## src/rtl/io_pkg.sv

```systemverilog
// Shared types and constants for the CPU-side I/O bus controller.
package io_pkg;

    typedef enum logic [1:0] {
        IDLE,
        ACCESS,
        RESP
    } io_state_t;

    localparam int          ADDR_W        = 16;
    localparam int          DATA_W        = 16;
    localparam int          IO_WINDOW_BIT = 15;
    localparam int          DEV_ID_W      = 11;
    localparam int          OFFSET_W      = 4;
    localparam logic [15:0] BUS_PULLUP    = 16'hFFFF;

    // The I/O window is the upper half of the word address space.
    function automatic logic in_io_window(input logic [ADDR_W-1:0] addr);
        return addr[IO_WINDOW_BIT];
    endfunction

    // Device ID sits between the window bit and the register offset.
    function automatic logic [DEV_ID_W-1:0] dev_id_of(input logic [ADDR_W-1:0] addr);
        return addr[IO_WINDOW_BIT-1:OFFSET_W];
    endfunction

    // Register offset within a device.
    function automatic logic [OFFSET_W-1:0] offset_of(input logic [ADDR_W-1:0] addr);
        return addr[OFFSET_W-1:0];
    endfunction

endpackage

```

## src/rtl/io_addr_decoder.sv

```systemverilog
// Maps a device ID inside the I/O window onto an attached slot.
// Lowest slot index wins when several slots share an ID, so the select stays one-hot.
module io_addr_decoder
    import io_pkg::*;
#(
    parameter int                  NUM_DEVICES = 4,
    parameter logic [DEV_ID_W-1:0] DEVICE_IDS [NUM_DEVICES] = '{11'd2047, 11'd2046, 11'd2045, 11'd2044},
    parameter int                  SLOT_W      = (NUM_DEVICES > 1) ? $clog2(NUM_DEVICES) : 1
) (
    input  logic                   window,
    input  logic [DEV_ID_W-1:0]    dev_id,
    output logic                   hit,
    output logic [SLOT_W-1:0]      slot,
    output logic [NUM_DEVICES-1:0] select
);

    // Priority search from slot 0 upward; first match claims the access.
    always_comb begin
        hit    = 1'b0;
        slot   = '0;
        select = '0;
        for (int i = 0; i < NUM_DEVICES; i++) begin
            if (!hit && window && (dev_id == DEVICE_IDS[i])) begin
                hit       = 1'b1;
                slot      = SLOT_W'(i);
                select[i] = 1'b1;
            end
        end
    end

endmodule

```

## src/rtl/io_bus_controller.sv

```systemverilog
// CPU-side I/O controller: one outstanding load/store to the I/O window,
// decoded onto a slot select, offset and shared read/write strobes.
//
//  state  | meaning
//  -------+-------------------------------------------------------------
//  IDLE   | cpu_ready high; a pending cpu_req is latched and decoded
//  ACCESS | strobes and select driven; waiting for dev_ready or timeout
//  RESP   | one-cycle cpu_ack (with bus_error on failed accesses)
module io_bus_controller
    import io_pkg::*;
#(
    parameter int                  NUM_DEVICES    = 4,
    parameter logic [DEV_ID_W-1:0] DEVICE_IDS [NUM_DEVICES] = '{11'd2047, 11'd2046, 11'd2045, 11'd2044},
    parameter int                  TIMEOUT_CYCLES = 16
) (
    input  logic                          clk,
    input  logic                          reset,
    input  logic                          cpu_req,
    input  logic                          cpu_we,
    input  logic [ADDR_W-1:0]             cpu_addr,
    input  logic [DATA_W-1:0]             cpu_wdata,
    output logic                          cpu_ready,
    output logic                          cpu_ack,
    output logic [DATA_W-1:0]             cpu_rdata,
    output logic                          bus_error,
    output logic [NUM_DEVICES-1:0]        device_select,
    output logic [OFFSET_W-1:0]           register_offset,
    output logic                          read_req,
    output logic                          write_req,
    output logic [DATA_W-1:0]             wdata,
    input  logic [DATA_W*NUM_DEVICES-1:0] dev_rdata,
    input  logic [NUM_DEVICES-1:0]        dev_ready
);

    localparam int SLOT_W = (NUM_DEVICES > 1) ? $clog2(NUM_DEVICES) : 1;
    localparam int CNT_W  = (TIMEOUT_CYCLES > 1) ? $clog2(TIMEOUT_CYCLES) : 1;
    localparam logic [CNT_W-1:0] CNT_LAST = CNT_W'(TIMEOUT_CYCLES - 1);

    io_state_t                state;
    logic                     we_q;
    logic [SLOT_W-1:0]        slot_q;
    logic [CNT_W-1:0]         wait_cnt;

    logic                     dec_hit;
    logic [SLOT_W-1:0]        dec_slot;
    logic [NUM_DEVICES-1:0]   dec_select;

    logic [DATA_W-1:0]        slot_rdata;
    logic                     slot_ready;

    io_addr_decoder #(
        .NUM_DEVICES (NUM_DEVICES),
        .DEVICE_IDS  (DEVICE_IDS),
        .SLOT_W      (SLOT_W)
    ) u_decoder (
        .window (in_io_window(cpu_addr)),
        .dev_id (dev_id_of(cpu_addr)),
        .hit    (dec_hit),
        .slot   (dec_slot),
        .select (dec_select)
    );

    // Pick the read data and ready of the slot owning the current access.
    always_comb begin
        slot_rdata = '0;
        slot_ready = 1'b0;
        for (int i = 0; i < NUM_DEVICES; i++) begin
            if (slot_q == SLOT_W'(i)) begin
                slot_rdata = dev_rdata[i*DATA_W +: DATA_W];
                slot_ready = dev_ready[i];
            end
        end
    end

    // Transaction FSM with registered CPU-side and device-side outputs.
    always_ff @(posedge clk) begin
        if (reset) begin
            state           <= IDLE;
            cpu_ready       <= 1'b1;
            cpu_ack         <= 1'b0;
            bus_error       <= 1'b0;
            cpu_rdata       <= '0;
            device_select   <= '0;
            register_offset <= '0;
            read_req        <= 1'b0;
            write_req       <= 1'b0;
            wdata           <= '0;
            we_q            <= 1'b0;
            slot_q          <= '0;
            wait_cnt        <= '0;
        end else begin
            unique case (state)
                IDLE: begin
                    if (cpu_req) begin
                        cpu_ready       <= 1'b0;
                        we_q            <= cpu_we;
                        register_offset <= offset_of(cpu_addr);
                        wdata           <= cpu_wdata;
                        if (dec_hit) begin
                            // Mapped: drive the slot until it reports ready.
                            state         <= ACCESS;
                            slot_q        <= dec_slot;
                            device_select <= dec_select;
                            read_req      <= ~cpu_we;
                            write_req     <= cpu_we;
                            wait_cnt      <= '0;
                        end else begin
                            // Unmapped or outside the window: fail without touching the bus.
                            state     <= RESP;
                            cpu_ack   <= 1'b1;
                            bus_error <= 1'b1;
                            if (!cpu_we) begin
                                cpu_rdata <= BUS_PULLUP;
                            end
                        end
                    end
                end

                ACCESS: begin
                    if (slot_ready) begin
                        state         <= RESP;
                        cpu_ack       <= 1'b1;
                        device_select <= '0;
                        read_req      <= 1'b0;
                        write_req     <= 1'b0;
                        if (!we_q) begin
                            cpu_rdata <= slot_rdata;
                        end
                    end else if (wait_cnt == CNT_LAST) begin
                        // Device never answered: release the bus and report an error.
                        state         <= RESP;
                        cpu_ack       <= 1'b1;
                        bus_error     <= 1'b1;
                        device_select <= '0;
                        read_req      <= 1'b0;
                        write_req     <= 1'b0;
                        if (!we_q) begin
                            cpu_rdata <= BUS_PULLUP;
                        end
                    end else begin
                        wait_cnt <= wait_cnt + 1'b1;
                    end
                end

                RESP: begin
                    state     <= IDLE;
                    cpu_ack   <= 1'b0;
                    bus_error <= 1'b0;
                    cpu_ready <= 1'b1;
                end

                default: begin
                    state         <= IDLE;
                    cpu_ack       <= 1'b0;
                    bus_error     <= 1'b0;
                    cpu_ready     <= 1'b1;
                    device_select <= '0;
                    read_req      <= 1'b0;
                    write_req     <= 1'b0;
                end
            endcase
        end
    end

endmodule

```

## config.mk

```make
export PLATFORM = sky130hd
export DESIGN_NAME = io_bus_controller
export DESIGN_NICKNAME = d
export VERILOG_FILES = /design/src/rtl/io_pkg.sv /design/src/rtl/io_addr_decoder.sv /design/src/rtl/io_bus_controller.sv
export SDC_FILE = /design/constraint.sdc
export NUM_CORES = 1
export LEC_CHECK = 0
export ABC_AREA = 1
export CORE_AREA = 2 2 94 96
export DETAILED_ROUTE_END_ITERATION = 12
export DIE_AREA = 0 0 96 98
export GPL_TIMING_DRIVEN = 0
export PLACE_DENSITY = 0.75
export SLEW_MARGIN = 15
export SYNTH_ARGS = -nofsm -noshare
export SYNTH_HDL_FRONTEND = slang
export SYNTH_SLANG_ARGS = --single-unit
```

## constraint.sdc

```tcl
create_clock -name clk -period 1.45 [get_ports clk]
set_clock_uncertainty 0.05 [all_clocks]
set_input_delay 0.145 -clock clk [delete_from_list [all_inputs] [get_ports clk]]
set_output_delay 0.145 -clock clk [all_outputs]
set_load 0.05 [all_outputs]
```

==> results by group, run 1 <==
Timing
  – Highest Clock Rate: ~550 MHz
  – RSZ-0062 raised after global routing: true
  – Slew of the pin with the lowest slew margin: between 600 and 700 ps
  – Final Hold Vio Count: 0
  – Fin crit share: 125.7%
  – Max-slew violation count: 0
  – Final TNS setup: -8897 ps
  – Relative slew slack: 57.81%
  – Setup violations, final: 32
  – Post-route minimum period: around 1800 ps
  – Setup slack after layout: -372.4 ps

Synthesis
  – Commonest cells post-synth: 112 x nand2_1, 97 x nor2_1, 54 x dfxtp_1
  – Average cell area after synthesis: ~6.4 um^2
  – Post-synth EDFFs: 0
  – Area leader, netlist: dfxtp_1
  – Synth area leaders: dfxtp_1 35%, nand2_1 14%, nor2_1 12%, nand4_1 7.8%, inv_1 5.8%
  – Predominant post-synthesis flop cell: dfxtp_1
  – Synth Cell Area: 0.003062 mm^2
  – YS warnings: 0
  – Cells after synthesis: about 480
  – Register area share after synthesis: a little over a third
  – Distinct cells, synth: 32
  – Top-count cell post-synth: nand2_1
  – Top cell type's share of synthesized area: 35.31%
  – Synthesized Nets: 584
  – Async SR Flop Fraction: 0%
  – FF+latch count, synth: between 50 and 60

Final layout
  – Layout fillers: between 700 and 800
  – Nets@finish: roughly 800
  – Antenna cells: 0
  – Syn-to-layout area delta: 80.75%
  – Final Instance Count excl. Fillers: ~800
  – Share of cells above drive strength 1: 23.71%
  – Final Util: between 60% and 70%

Worst hold path
  – Hold WC Path Type: in -> reg

Outcome
  – Outcome: finished, violations left
  – Violated checks: negative setup slack

Pwr
  – Power, Total: between 0.004 and 0.005 W
  – Clock group share of total power: a little over a fifth
  – Sequential share of power: a little over a third
  – Switch Pwr: 0.001893 W
  – Internal: about 0.003 W
  – Combinational fraction of design power: a little over two fifths
  – PD cells: 893.1 mW/mm^2
  – Maximum vdd ir drop: 0.0007311 V
  – Leakage: ~2.6 nW
  – Sw frac: between 30% and 40%

Floorplan
  – IO Count: ~150
  – Die X-Extent: ~96 um
  – DIE AREA: approximately 0.0094 mm^2
  – Initial Util: 36.17%
  – Row cnt: 34
  – CORE AREA: roughly 0.0085 mm^2
  – DIE HEIGHT: roughly 98 um

Critical path
  – Setup crit start kind: register
  – Setup CP Type: reg -> reg
  – Crit path DAT: 1980 ps
  – Crit-path max FO: 4
  – Worst Path Required: between 1500 and 2000 ps
  – Endpoint class of the critical path: register

Detailed routing
  – Via density: between 4 and 5
  – Routed wire length: 11.18 mm
  – Via Count: ~3800
  – DR WL/cell: between 10 and 15 um
  – # DRC: 0
  – DRT iter0 DRCs: around 130
  – Post-route antenna net violation count: 0
  – Drt pass-1 iters: 5

Placed design
  – Post-DP HPWL: roughly 7.4 mm
  – Worst slack, placed: -611.2 ps
  – GP Congestion: approximately 0.88
  – Cells after DPL: around 740
  – Number of port buffers: 148

Clock tree
  – Skew-Pair Late Insertion Delay: around 310 ps
  – Clock root cell: clkbuf_8
  – Worst-path clk slew: around 100 ps
  – H-tree depth: 2
  – CTS Hold Bufs: 0
  – TritonCTS Buffers: 5
  – CTS max path bufs: 2
  – CTS tree: yes
  – Clk sinks: 54

Global route
  – First-pass GRT wire length: between 15 and 20 mm
  – Largest net degree at the start of global routing: 19
  – Busiest metal layer after global routing: met2
  – Met2 usage: roughly two fifths
  – GR Overflow Total: 0
  – Met3 Usage GRT: roughly 4.9%
  – Met1 usage: 24.50%
  – Antenna violations before repair: 0
  – GRT Total Usage: between 20% and 30%
  – Vias in the first global route: about 3700

Run
  – Max_cap viols: 0
[final cells by class]
cell class,count,area (um^2),area share [%]
Buffer,23,207.7,3.753
Clock buffer,5,68.82,1.243
Clock inverter,3,48.80,0.8818
Inverter,61,241.5,4.364
Multi-Input combinational cell,341,1871,33.80
Sequential cell,54,1096,19.81
Tap cell,108,135.1,2.442
Timing Repair Buffer,192,1866,33.71
[stage by stage]
step | hold slack (ps) | instance area (um^2)
final | 327.2 | 5534
after detailed placement | 393.8 | 4717
after global placement | 395.3 | 4717
after floorplan | 229.9 | 3100
after CTS | 301.4 | 5355
after global routing | 338.9 | 5534
[final timing paths]
check,startpoint,end,slack (ps),depth (start not counted)
worst max-delay path,wait_cnt[0],bus_error,-370,13
worst min-delay path,cpu_addr[4],device_select[3],330,4
worst max register to register,wait_cnt[0],bus_error,-370,13
worst min register to register,bus_error,bus_error,410,2
[per-layer routing]
layer | wire [um] | up-vias
li1 | - | 1926
met5 | 0 | -
met4 | 329 | 0
met2 | 5667 | 138
met1 | 4398 | 1737
met3 | 779 | 30
[flip-flops by register name (all words and copies together) (netlist names)]
signal           flops
read_req             1
write_req            1
slot_q               2
cpu_rdata           16
wait_cnt             4
cpu_ready            1
wdata               16
bus_error            1
state                2
we_q                 1
register_offset      4
device_select        4
cpu_ack              1
[cells in the final DEF, fill, tap and decap left out, types with 13 or more instances in the layout]
| master | Yosys | final |
|---|---|---|
| nand3_1 | 29 | 25 |
| clkdlybuf4s50_1 | 0 | 92 |
| nand4_1 | 38 | 38 |
| dfxtp_1 | 54 | 48 |
| buf_6 | 4 | 13 |
| inv_2 | 10 | 14 |
| inv_1 | 47 | 42 |
| nand2_2 | 11 | 18 |
| nand2_1 | 112 | 96 |
| nor2_1 | 97 | 84 |
| dlygate4sd2_1 | 0 | 50 |
| buf_4 | 1 | 31 |
| o21ai_0 | 25 | 23 |
[critical path, stage by stage (launching register included)]
cell and delay [ps]:
dfxtp_4 380, ha_4 160, nand2_2 70, inv_2 50, nand2_2 80, nand2_4 80
buf_4 140, buf_4 120, buf_6 100, buf_4 110, buf_4 120, buf_4 120
nand4_1 70, a21oi_1 60
[power groups by stage]
stage / Sequential [W] / Clock, W / Combinational, W
floorplan: 0.00224 / 0 / 0.000665
global placement: 0.00176 / 0 / 0.00184
detailed placement: 0.00177 / 0 / 0.00186
CTS: 0.00173 / 0.00109 / 0.00204
global route: 0.00175 / 0.00115 / 0.00230
finish: 0.00173 / 0.00105 / 0.00216
[timing repair]
| action | 4_1_cts | 5_1_grt |
|---|---|---|
| buffers inserted | 35 | 6 |
| gates resized for setup | 121 | 53 |
| pin swaps | 31 | 26 |
| cloned | 4 | 0 |
| endpoints found under the setup margin | 97 | 56 |
[logic make-up after synthesis]
group | count (synthesis) | synth area share (%)
AND/OR/NAND/NOR | 302 | 45.16
buffers and inverters | 84 | 12.34
flip-flops | 54 | 35.31
AO/OA/AOI/OAI | 37 | 6.498
XOR/XNOR | 1 | 0.2861
adder cells (fa/ha/maj) | 1 | 0.4086
(Power assumes the default switching activity.)
==> run 2: changes to the inputs <==
SLEW_MARGIN = 10   (was 15)
==> results of run 2 <==
Same layout as run 1: the final DEF is identical, and so are final timing and power.
